$ cat config.mk
export PLATFORM = sky130hd
export DESIGN_NAME = reg_file_mp
export DESIGN_NICKNAME = d
export VERILOG_FILES = /design/src/rtl/reg_file_pkg.sv /design/src/rtl/reg_scoreboard.sv /design/src/rtl/reg_file_mp.sv
export SDC_FILE = /design/constraint.sdc
export NUM_CORES = 1
export LEC_CHECK = 0
export CORE_MARGIN = 2
export CORE_UTILIZATION = 36
export CTS_BUF_LIST = sky130_fd_sc_hd__clkbuf_8
export DETAILED_ROUTE_END_ITERATION = 7
export PLACE_DENSITY = 0.62
export SYNTH_ARGS = -nofsm -noshare
export SYNTH_HDL_FRONTEND = slang
export SYNTH_SLANG_ARGS = --single-unit
$ cat constraint.sdc
create_clock -name CLK -period 4.8 [get_ports CLK]
set_input_delay 0.96 -clock CLK [delete_from_list [all_inputs] [get_ports CLK]]
set_output_delay 0.96 -clock CLK [all_outputs]
set_load 0.01 [all_outputs]
$ cat src/rtl/reg_file_pkg.sv
// ============================================================================
// Module      : reg_file_pkg
// Description : Shared defaults and width helper for the multi-port reg file.
// Revision    : 1.0
// ============================================================================
`default_nettype none

package reg_file_pkg;

  localparam int DATA_W_DEF = 8;
  localparam int ADDR_W_DEF = 3;

  // Width able to hold 0..2**addr_w busy registers inclusive.
  function automatic int busy_cnt_w(input int addr_w);
    return $clog2((1 << addr_w) + 1);
  endfunction

endpackage

`default_nettype wire

$ cat src/rtl/reg_scoreboard.sv
// ============================================================================
// Module      : reg_scoreboard
// Description : Busy vector with reserve-over-clear priority and busy count.
// Revision    : 1.0
// ============================================================================
`default_nettype none

module reg_scoreboard
  import reg_file_pkg::*;
#(
  parameter int ADDR_W   = ADDR_W_DEF,
  parameter int ZERO_REG = 0,
  parameter int DEPTH    = 2 ** ADDR_W,
  parameter int CNT_W    = busy_cnt_w(ADDR_W)
) (
  input  logic              CLK,
  input  logic              RESET,
  input  logic              RESV,
  input  logic [ADDR_W-1:0] RESVADDR,
  input  logic              WE0,
  input  logic [ADDR_W-1:0] WADDR0,
  input  logic              WE1,
  input  logic [ADDR_W-1:0] WADDR1,
  output logic [DEPTH-1:0]  busy_o,
  output logic [CNT_W-1:0]  busy_cnt_o
);

  logic [DEPTH-1:0] busy_q, busy_d;
  logic [CNT_W-1:0] cnt_q, cnt_d;
  logic             set_w, inc_w, clr0_w, clr1_w;

  always_comb begin
    set_w = RESV && !((ZERO_REG != 0) && (RESVADDR == '0));

    busy_d = busy_q;
    if (WE0) busy_d[WADDR0] = 1'b0;
    if (WE1) busy_d[WADDR1] = 1'b0;
    // Reserve is applied last: a new producer supersedes the one writing back.
    if (set_w) busy_d[RESVADDR] = 1'b1;

    inc_w  = set_w && !busy_q[RESVADDR];
    clr0_w = WE0 && busy_q[WADDR0] && !(set_w && (RESVADDR == WADDR0));
    clr1_w = WE1 && busy_q[WADDR1] && !(set_w && (RESVADDR == WADDR1))
             && !(WE0 && (WADDR0 == WADDR1));

    cnt_d = cnt_q + CNT_W'(inc_w) - CNT_W'(clr0_w) - CNT_W'(clr1_w);
  end

  always_ff @(posedge CLK) begin
    if (RESET) begin
      busy_q <= '0;
      cnt_q  <= '0;
    end else begin
      busy_q <= busy_d;
      cnt_q  <= cnt_d;
    end
  end

  assign busy_o     = busy_q;
  assign busy_cnt_o = cnt_q;

endmodule

`default_nettype wire

$ cat src/rtl/reg_file_mp.sv
// ============================================================================
// Module      : reg_file_mp
// Description : Two-write / two-read register file with bypass and scoreboard.
// Revision    : 1.0
// ============================================================================
`default_nettype none

module reg_file_mp
  import reg_file_pkg::*;
#(
  parameter int DATA_W   = DATA_W_DEF,
  parameter int ADDR_W   = ADDR_W_DEF,
  parameter int BYPASS   = 1,
  parameter int ZERO_REG = 0
) (
  input  logic              CLK,
  input  logic              RESET,
  input  logic              WE0,
  input  logic [ADDR_W-1:0] WADDR0,
  input  logic [DATA_W-1:0] WDATA0,
  input  logic              WE1,
  input  logic [ADDR_W-1:0] WADDR1,
  input  logic [DATA_W-1:0] WDATA1,
  input  logic [ADDR_W-1:0] RADDR1,
  input  logic [ADDR_W-1:0] RADDR2,
  output logic [DATA_W-1:0] RDATA1,
  output logic [DATA_W-1:0] RDATA2,
  input  logic              RESV,
  input  logic [ADDR_W-1:0] RESVADDR,
  output logic              BUSY1,
  output logic              BUSY2,
  output logic [ADDR_W:0]   BUSY_CNT
);

  localparam int DEPTH = 2 ** ADDR_W;
  localparam int CNT_W = busy_cnt_w(ADDR_W);

  logic [DATA_W-1:0] mem_q [DEPTH];
  logic [DEPTH-1:0]  busy_w;
  logic [CNT_W-1:0]  cnt_w;
  logic              wr0_ok_w, wr1_ok_w;

  assign wr0_ok_w = WE0 && !((ZERO_REG != 0) && (WADDR0 == '0));
  assign wr1_ok_w = WE1 && !((ZERO_REG != 0) && (WADDR1 == '0));

  // Port 1 is assigned second so it wins on an address collision.
  always_ff @(posedge CLK) begin
    if (RESET) begin
      for (int i = 0; i < DEPTH; i++) mem_q[i] <= '0;
    end else begin
      if (wr0_ok_w) mem_q[WADDR0] <= WDATA0;
      if (wr1_ok_w) mem_q[WADDR1] <= WDATA1;
    end
  end

  reg_scoreboard #(
    .ADDR_W   (ADDR_W),
    .ZERO_REG (ZERO_REG),
    .DEPTH    (DEPTH),
    .CNT_W    (CNT_W)
  ) u_scoreboard (
    .CLK        (CLK),
    .RESET      (RESET),
    .RESV       (RESV),
    .RESVADDR   (RESVADDR),
    .WE0        (WE0),
    .WADDR0     (WADDR0),
    .WE1        (WE1),
    .WADDR1     (WADDR1),
    .busy_o     (busy_w),
    .busy_cnt_o (cnt_w)
  );

  assign BUSY_CNT = cnt_w;

  logic [ADDR_W-1:0] raddr_w [2];
  logic [DATA_W-1:0] rdata_w [2];
  logic              rbusy_w [2];

  assign raddr_w[0] = RADDR1;
  assign raddr_w[1] = RADDR2;

  generate
    for (genvar g = 0; g < 2; g++) begin : g_rd
      logic hit0_w, hit1_w, resv_hit_w;

      assign hit0_w     = (BYPASS != 0) && WE0 && (WADDR0 == raddr_w[g]);
      assign hit1_w     = (BYPASS != 0) && WE1 && (WADDR1 == raddr_w[g]);
      assign resv_hit_w = RESV && (RESVADDR == raddr_w[g]);

      always_comb begin
        if ((ZERO_REG != 0) && (raddr_w[g] == '0)) rdata_w[g] = '0;
        else if (hit1_w)                            rdata_w[g] = WDATA1;
        else if (hit0_w)                            rdata_w[g] = WDATA0;
        else                                        rdata_w[g] = mem_q[raddr_w[g]];

        rbusy_w[g] = busy_w[raddr_w[g]];
        if ((hit0_w || hit1_w) && !resv_hit_w) rbusy_w[g] = 1'b0;
      end
    end
  endgenerate

  assign RDATA1 = rdata_w[0];
  assign RDATA2 = rdata_w[1];
  assign BUSY1  = rbusy_w[0];
  assign BUSY2  = rbusy_w[1];

endmodule

`default_nettype wire

Word-level counts from Yosys, hierarchy flattened
Memory sizes are Yosys's and may differ from the RTL's.
Index checks and enable logic that the tools add are counted.
{ "totals": {"ff_bits": 12, "mem_bits_rw": 64, "in_bits": 36, "output_inout_bits": 22, "elab_cells": 97, "memories": 1} }
{ "memory_table": {"columns": ["name", "words", "word_bits", "read_ports", "rd_clocked_by_memory_dff", "wr", "line", "rtl"], "rows": [
  ["mem_q", 8, 8, 2, 0, 8, "reg_file_mp.sv:38", "logic [DATA_W-1:0] mem_q [DEPTH];"]
]} }
{ "classes": {"n_addsub": 3, "order_cmp": 8, "n_eq_ne": 9, "muxes": 39, "bitwise_logic": 5, "reduce_logical": 30} }
{ "ops": {"columns": ["operator", "n"], "rows": [
  ["$mux W8", 9],
  ["$eq A3 B3 Y1", 9],
  ["$logic_and A1 B1 Y1", 20],
  ["$lt A3 B4 Y1 const B", 5],
  ["$mux W1", 20],
  ["$and A8 B8 Y8", 2],
  ["$not A8 Y8", 2],
  ["$reduce_or A8 Y1", 2],
  ["$bmux W1 S3", 5],
  ["$demux W1 S3", 3],
  ["$ge A3 B1 Y1 const B", 3],
  ["$or A8 B8 Y8", 1],
  ["$sub A4 B1 Y4", 2],
  ["$logic_not A1 Y1", 6],
  ["$mux W3", 2],
  ["$add A4 B1 Y4", 1],
  ["$logic_or A1 B1 Y1", 2]
]} }

Logic depth before layout (Yosys ltp)
{ "depth": {"ltp_word": 11, "mapped_depth": 14, "depth_no_buf": 12} }

By module
Synthesis repeated with hierarchy kept, for this count alone.
{ "unflattened": {"cells_unflattened": 450, "area_unflattened_um2": 5636.7} }
{ "modules_own_cells": {"columns": ["mod", "instances", "cells_each", "area_each_um2", "seq_area_each_um2"], "rows": [
  ["reg_file_mp", 1, 338, 4655.7, 1921.8],
  ["reg_scoreboard", 1, 112, 980.9, 240.2]
]} }

Least setup slack after synthesis
OpenSTA, ideal clock, no wires.
{ "synth_timing": {"path_type": "input port to flip-flop", "from": "input WADDR1[0]", "to": "register u_scoreboard.cnt_q[3], in the netlist u_scoreboard.busy_cnt_o[3]", "arrival_time_ps": 3639, "required_ps": 4674, "setup_slack_ps": 1036, "cell_stages": 13, "cell_sequence": "buf_2 -> buf_2 -> mux4_2 -> mux2i_1 -> nor2_1 -> fa_1 -> ha_1 -> inv_1 -> ha_1 -> fa_1 -> xnor2_1 -> xnor2_1 -> nor2_1"} }
{ "synth_via": {"elab_chain_cells": 6} }
{ "synth_lines": {"columns": ["element", "line", "rtl"], "rows": [
  ["start, declared", "reg_file_mp.sv:22", "input logic [ADDR_W-1:0] WADDR1,"],
  ["$bmux W1 S3 or $eq A3 B3 Y1 (tied branches)", "reg_scoreboard.sv:43", "clr1_w = WE1 && busy_q[WADDR1] && !(set_w && (RESVADDR == WADDR1))"],
  ["$mux W1 (not written as such) or $logic_and A1 B1 Y1 (tied branches)", "reg_scoreboard.sv:43", null],
  ["$logic_and A1 B1 Y1 or $logic_not A1 Y1 (tied branches)", "reg_scoreboard.sv:43", null],
  ["$logic_and A1 B1 Y1", "reg_scoreboard.sv:43", null],
  ["$logic_and A1 B1 Y1 (*)", "reg_scoreboard.sv:44", "&& !(WE0 && (WADDR0 == WADDR1));"],
  ["$sub A4 B1 Y4 (*)", "reg_scoreboard.sv:46", "cnt_d = cnt_q + CNT_W'(inc_w) - CNT_W'(clr0_w) - CNT_W'(clr1_w);"],
  ["end signal, assigned", "reg_scoreboard.sv:55", "cnt_q <= cnt_d;"],
  ["end, declared", "reg_scoreboard.sv:29", "logic [CNT_W-1:0] cnt_q, cnt_d;"]
]} }
Mark *: on every way between the ends. The rest lies on a longest branch, timed or not. The select of a mux whose other input is x is not followed.
A chain may end at the register's enable or synchronous reset.

Worst setup path in the final report
{ "layout_timing": {"from": "input WADDR1[1]", "to": "output BUSY1"} }
{ "layout_via": {"elab_chain_cells": 5} }
{ "layout_lines": {"columns": ["element", "line", "rtl"], "rows": [
  ["$eq A3 B3 Y1", "reg_file_mp.sv:88", "assign hit1_w = (BYPASS != 0) && WE1 && (WADDR1 == raddr_w[g]);"],
  ["$logic_and A1 B1 Y1", "reg_file_mp.sv:88", null],
  ["$logic_or A1 B1 Y1", "reg_file_mp.sv:98", "if ((hit0_w || hit1_w) && !resv_hit_w) rbusy_w[g] = 1'b0;"],
  ["$logic_and A1 B1 Y1", "reg_file_mp.sv:98", null],
  ["$mux W1", "reg_file_mp.sv:98", null],
  ["end, declared", "reg_file_mp.sv:30", "output logic BUSY1,"]
]} }
No other way between the ends.

==> impl_results.md <==
* Antenna Violating Nets Remaining at 0
* Die X at ~130 µm
* Avg Vias per Cell at 6.255
* DR top layer: met4
* Die Area at 16630 µm²
* Metal-1 WL at 6.842 mm
* Hold_ws at 0.5395 ns
* Drt first pass iters at 5
* CTS root buf: clkbuf_8
* Worst hold-check path type: flip-flop to flip-flop
* Total global-route track usage at 0.2057
* Crit-path cells: clkdlybuf4s50_1 -> buf_4 -> xnor2_1 -> and4_1 -> buf_4 -> nand2b_1 -> a21oi_1 -> clkdlybuf4s50_1
* TritonCTS clock tree: done
* Skew final at 0.008290 ns
* Hold Path Depth at 2
* Clk slew on worst S/H paths at 0.07 ns
* WHS Endpoint: u_scoreboard.busy_o[3]
* Remaining DRCs at 0
* Largest net degree at the start of global routing at 22
* Yosys cell types at 48
* Hold Crit Start: u_scoreboard.busy_o[3]
* Yosys Warn Count at 0
* Syn_nets at a little under 500
* CP Capture Type: output port
* Drt wl/cell at 24.58 µm
* CTS Buffer Depth at 2
* Initial DRC Count at ~360
* Fmax at 230.5 MHz
* Max-cap violations at 0
* Commonest non-fill, non-tap cells in the layout: a22o_1, edfxtp_1, clkdlybuf4s50_1
* FF+latch count, synth at 76
* Setup TNS at 0 ns
* Final WS setup at 0.4616 ns
* NumNets Final at 526
* Worst Reg-to-Reg Cells at 11
* Crit-path leading delay family: buffers and inverters
* Post-synth EDFFs at 64
* Data required time at the worst endpoint at ~3.8 ns
* Vias at 4241
* FF+latch area at 2162 µm²
* CTS HTree Levels at 3
* Diode count at 0
* Vias in the first global route at ~4200
* CTS resizes at 0
* First-pass GRT wire length at 24.92 mm
* GRT Residual Overflow at 0
* Vert. Die Dim at 129.0 µm
* P_leak at 2.413 nW
* Crit path buffers/inverters at 4
* Top_reg_cell synth: edfxtp_1
* Rows at 45
* Post-DP HPWL at 11.92 mm
* Initial antenna violation count at 0
* Cts hold-fix bufs at 0
* Core area at between 15000 and 20000 µm²
* Pre-CTS setup slack at 0.4157 ns
* Period utilization at 0.9038
* Seq/Total Area, Yosys at 0.3847
* Setup CP Type: input port to output port
* Max-slew violations at 0
* RR Startpoint: u_scoreboard.busy_o[7]
* Most common cell after layout, fill and taps aside: a22o_1
* Worst Path Max Fanout at 17
* Area of the multi-input gates at 3138 µm²
* Power per standard cell area at 271.4 nW/µm²
* Unrepaired setup endpoints after global routing: no
* Count of final hold-check violations at 0
* Peak supply drop at 0.1218 mV
* Worst-Margin Slew at 1.120 ns
* Num Clock Sinks at 76
* Startpoint Class: input port
* Rel. slew slack at 0.2485
* Post-Syn Instances at 450
* I/O pin count at 58
* Met2 WL at 7.947 mm
* CP max stage cell: clkdlybuf4s50_1
* Layout cells sized above 1 at 0.1388
* Total Wirelength at 16.67 mm
* CTS Buf Count at 9
* Area contributors post-synth: edfxtp_1, mux4_1, a22o_1
* Setup violators final at 0
* Starting density of the core at 0.3697
* Routability cong. at 0.9219
* Async set or reset register ratio after synthesis at 0
* CP peak stage delay at 0.68 ns
* Clk_lat worst skew at 0.36 ns
* Status: finished clean
* Postcts setup bufs at 0
* Avg Inst Size Synth at ~12 µm²
* Yosys top cell by area: edfxtp_1
* Final min period at 4.338 ns
* Synth top area share at 0.3419
* Input/output buffers at 57
* Reg2Reg Setup Slack at 1.87 ns
* WP data arrival at 3.38 ns
* Fillers at roughly 1400
* Cell Area, Synth at around 5600 µm²
* Area growth syn-to-layout at 16.43%
* Met3 wire length at about 1.2 mm
* Worst R2R End: u_scoreboard.busy_cnt_o[3]
[worst register-to-register path, stage by stage (launching register included)]
cell	delay [ns]
dfxtp_1	0.37
mux4_2	0.49
mux2i_1	0.19
nor2_1	0.08
fa_1	0.51
inv_1	0.04
ha_1	0.17
ha_1	0.20
fa_1	0.38
xnor2_1	0.19
xnor2_1	0.14
nor2_1	0.05
[state kept, by name (all words and copies together), names as in the netlist]
register,cells
u_scoreboard.busy_cnt_o,4
mem_q,64
u_scoreboard.busy_o,8
[synthesized netlist by cell type (3+ instances only)]
cell and count:
buf_2 18, a32oi_1 3, inv_1 9, xnor2_1 29
nand2b_1 10, nor2b_1 12, nor2_1 11, nand4_1 9
a22o_1 65, nand2_1 23, a31oi_1 4, edfxtp_1 64
o21ai_1 20, mux4_2 6, buf_6 6, mux2i_1 22
clkbuf_1 18, mux4_1 34, mux2_2 16, dfxtp_1 12
ha_1 3, nor3_2 4, buf_1 11, a21oi_1 8
[kinds of logic (layout without fill, tap and decap cells)]
family,Yosys count,in the layout,synth area share
compound gates,105,105,0.1427
xor+xnor,29,29,0.04519
fa+ha+maj,5,5,0.01380
buf+inv,65,105,0.05699
flops,76,76,0.3847
mux,78,78,0.2542
simple gates,92,92,0.1024
[where the power goes]
part	switching (mW)	internal (mW)	leakage (nW)	total (mW)
Sequential	0.0263	0.770	0.727	0.797
Clock	0.245	0.286	0.103	0.530
Combinational	0.219	0.230	1.58	0.449
[layer usage]
| metal | vias to the layer above | GRT usage |
|---|---|---|
| li1 | 1870 | - |
| met1 | 2147 | 0.2728 |
| met2 | 181 | 0.3287 |
| met3 | 43 | 0.04075 |
| met4 | 0 | 0.09079 |
| met5 | - | 0 |
[worst max path at each step]
stage,from,to,slack [ns],cells past startpoint
after floorplan,WADDR1[0],u_scoreboard.busy_cnt_o[3],1.04,13
after global placement,WADDR1[0],u_scoreboard.busy_cnt_o[3],0.52,12
after detailed placement,WADDR1[0],u_scoreboard.busy_cnt_o[3],0.42,12
after CTS,WADDR1[1],BUSY1,0.49,8
after global routing,WADDR1[1],BUSY1,0.39,8
final,WADDR1[1],BUSY1,0.46,8
[metrics by stage]
| stage | area (µm²) | utilization | total power [mW] | instances |
|---|---|---|---|---|
| after floorplan | 5620 | - | 1.074 | 450 |
| after global placement | 6337 | 0.4169 | 1.247 | 662 |
| after detailed placement | 6337 | 0.4169 | 1.259 | 662 |
| after CTS | 6544 | 0.4305 | 1.780 | 678 |
| after global routing | 6544 | 0.4305 | 1.845 | 678 |
| final | 6544 | 0.4305 | 1.776 | 678 |
[final cells by class]
class                   instances  share of cell area
clock inverters                 7             0.01262
multi-input cells             309              0.4795
clock buffers                   9             0.01893
flip-flops and latches         76              0.3304
inverters                       9            0.005163
well taps                     188             0.03595
repair buffers                 80              0.1174
No activity file was read; power rests on OpenSTA's default activity.
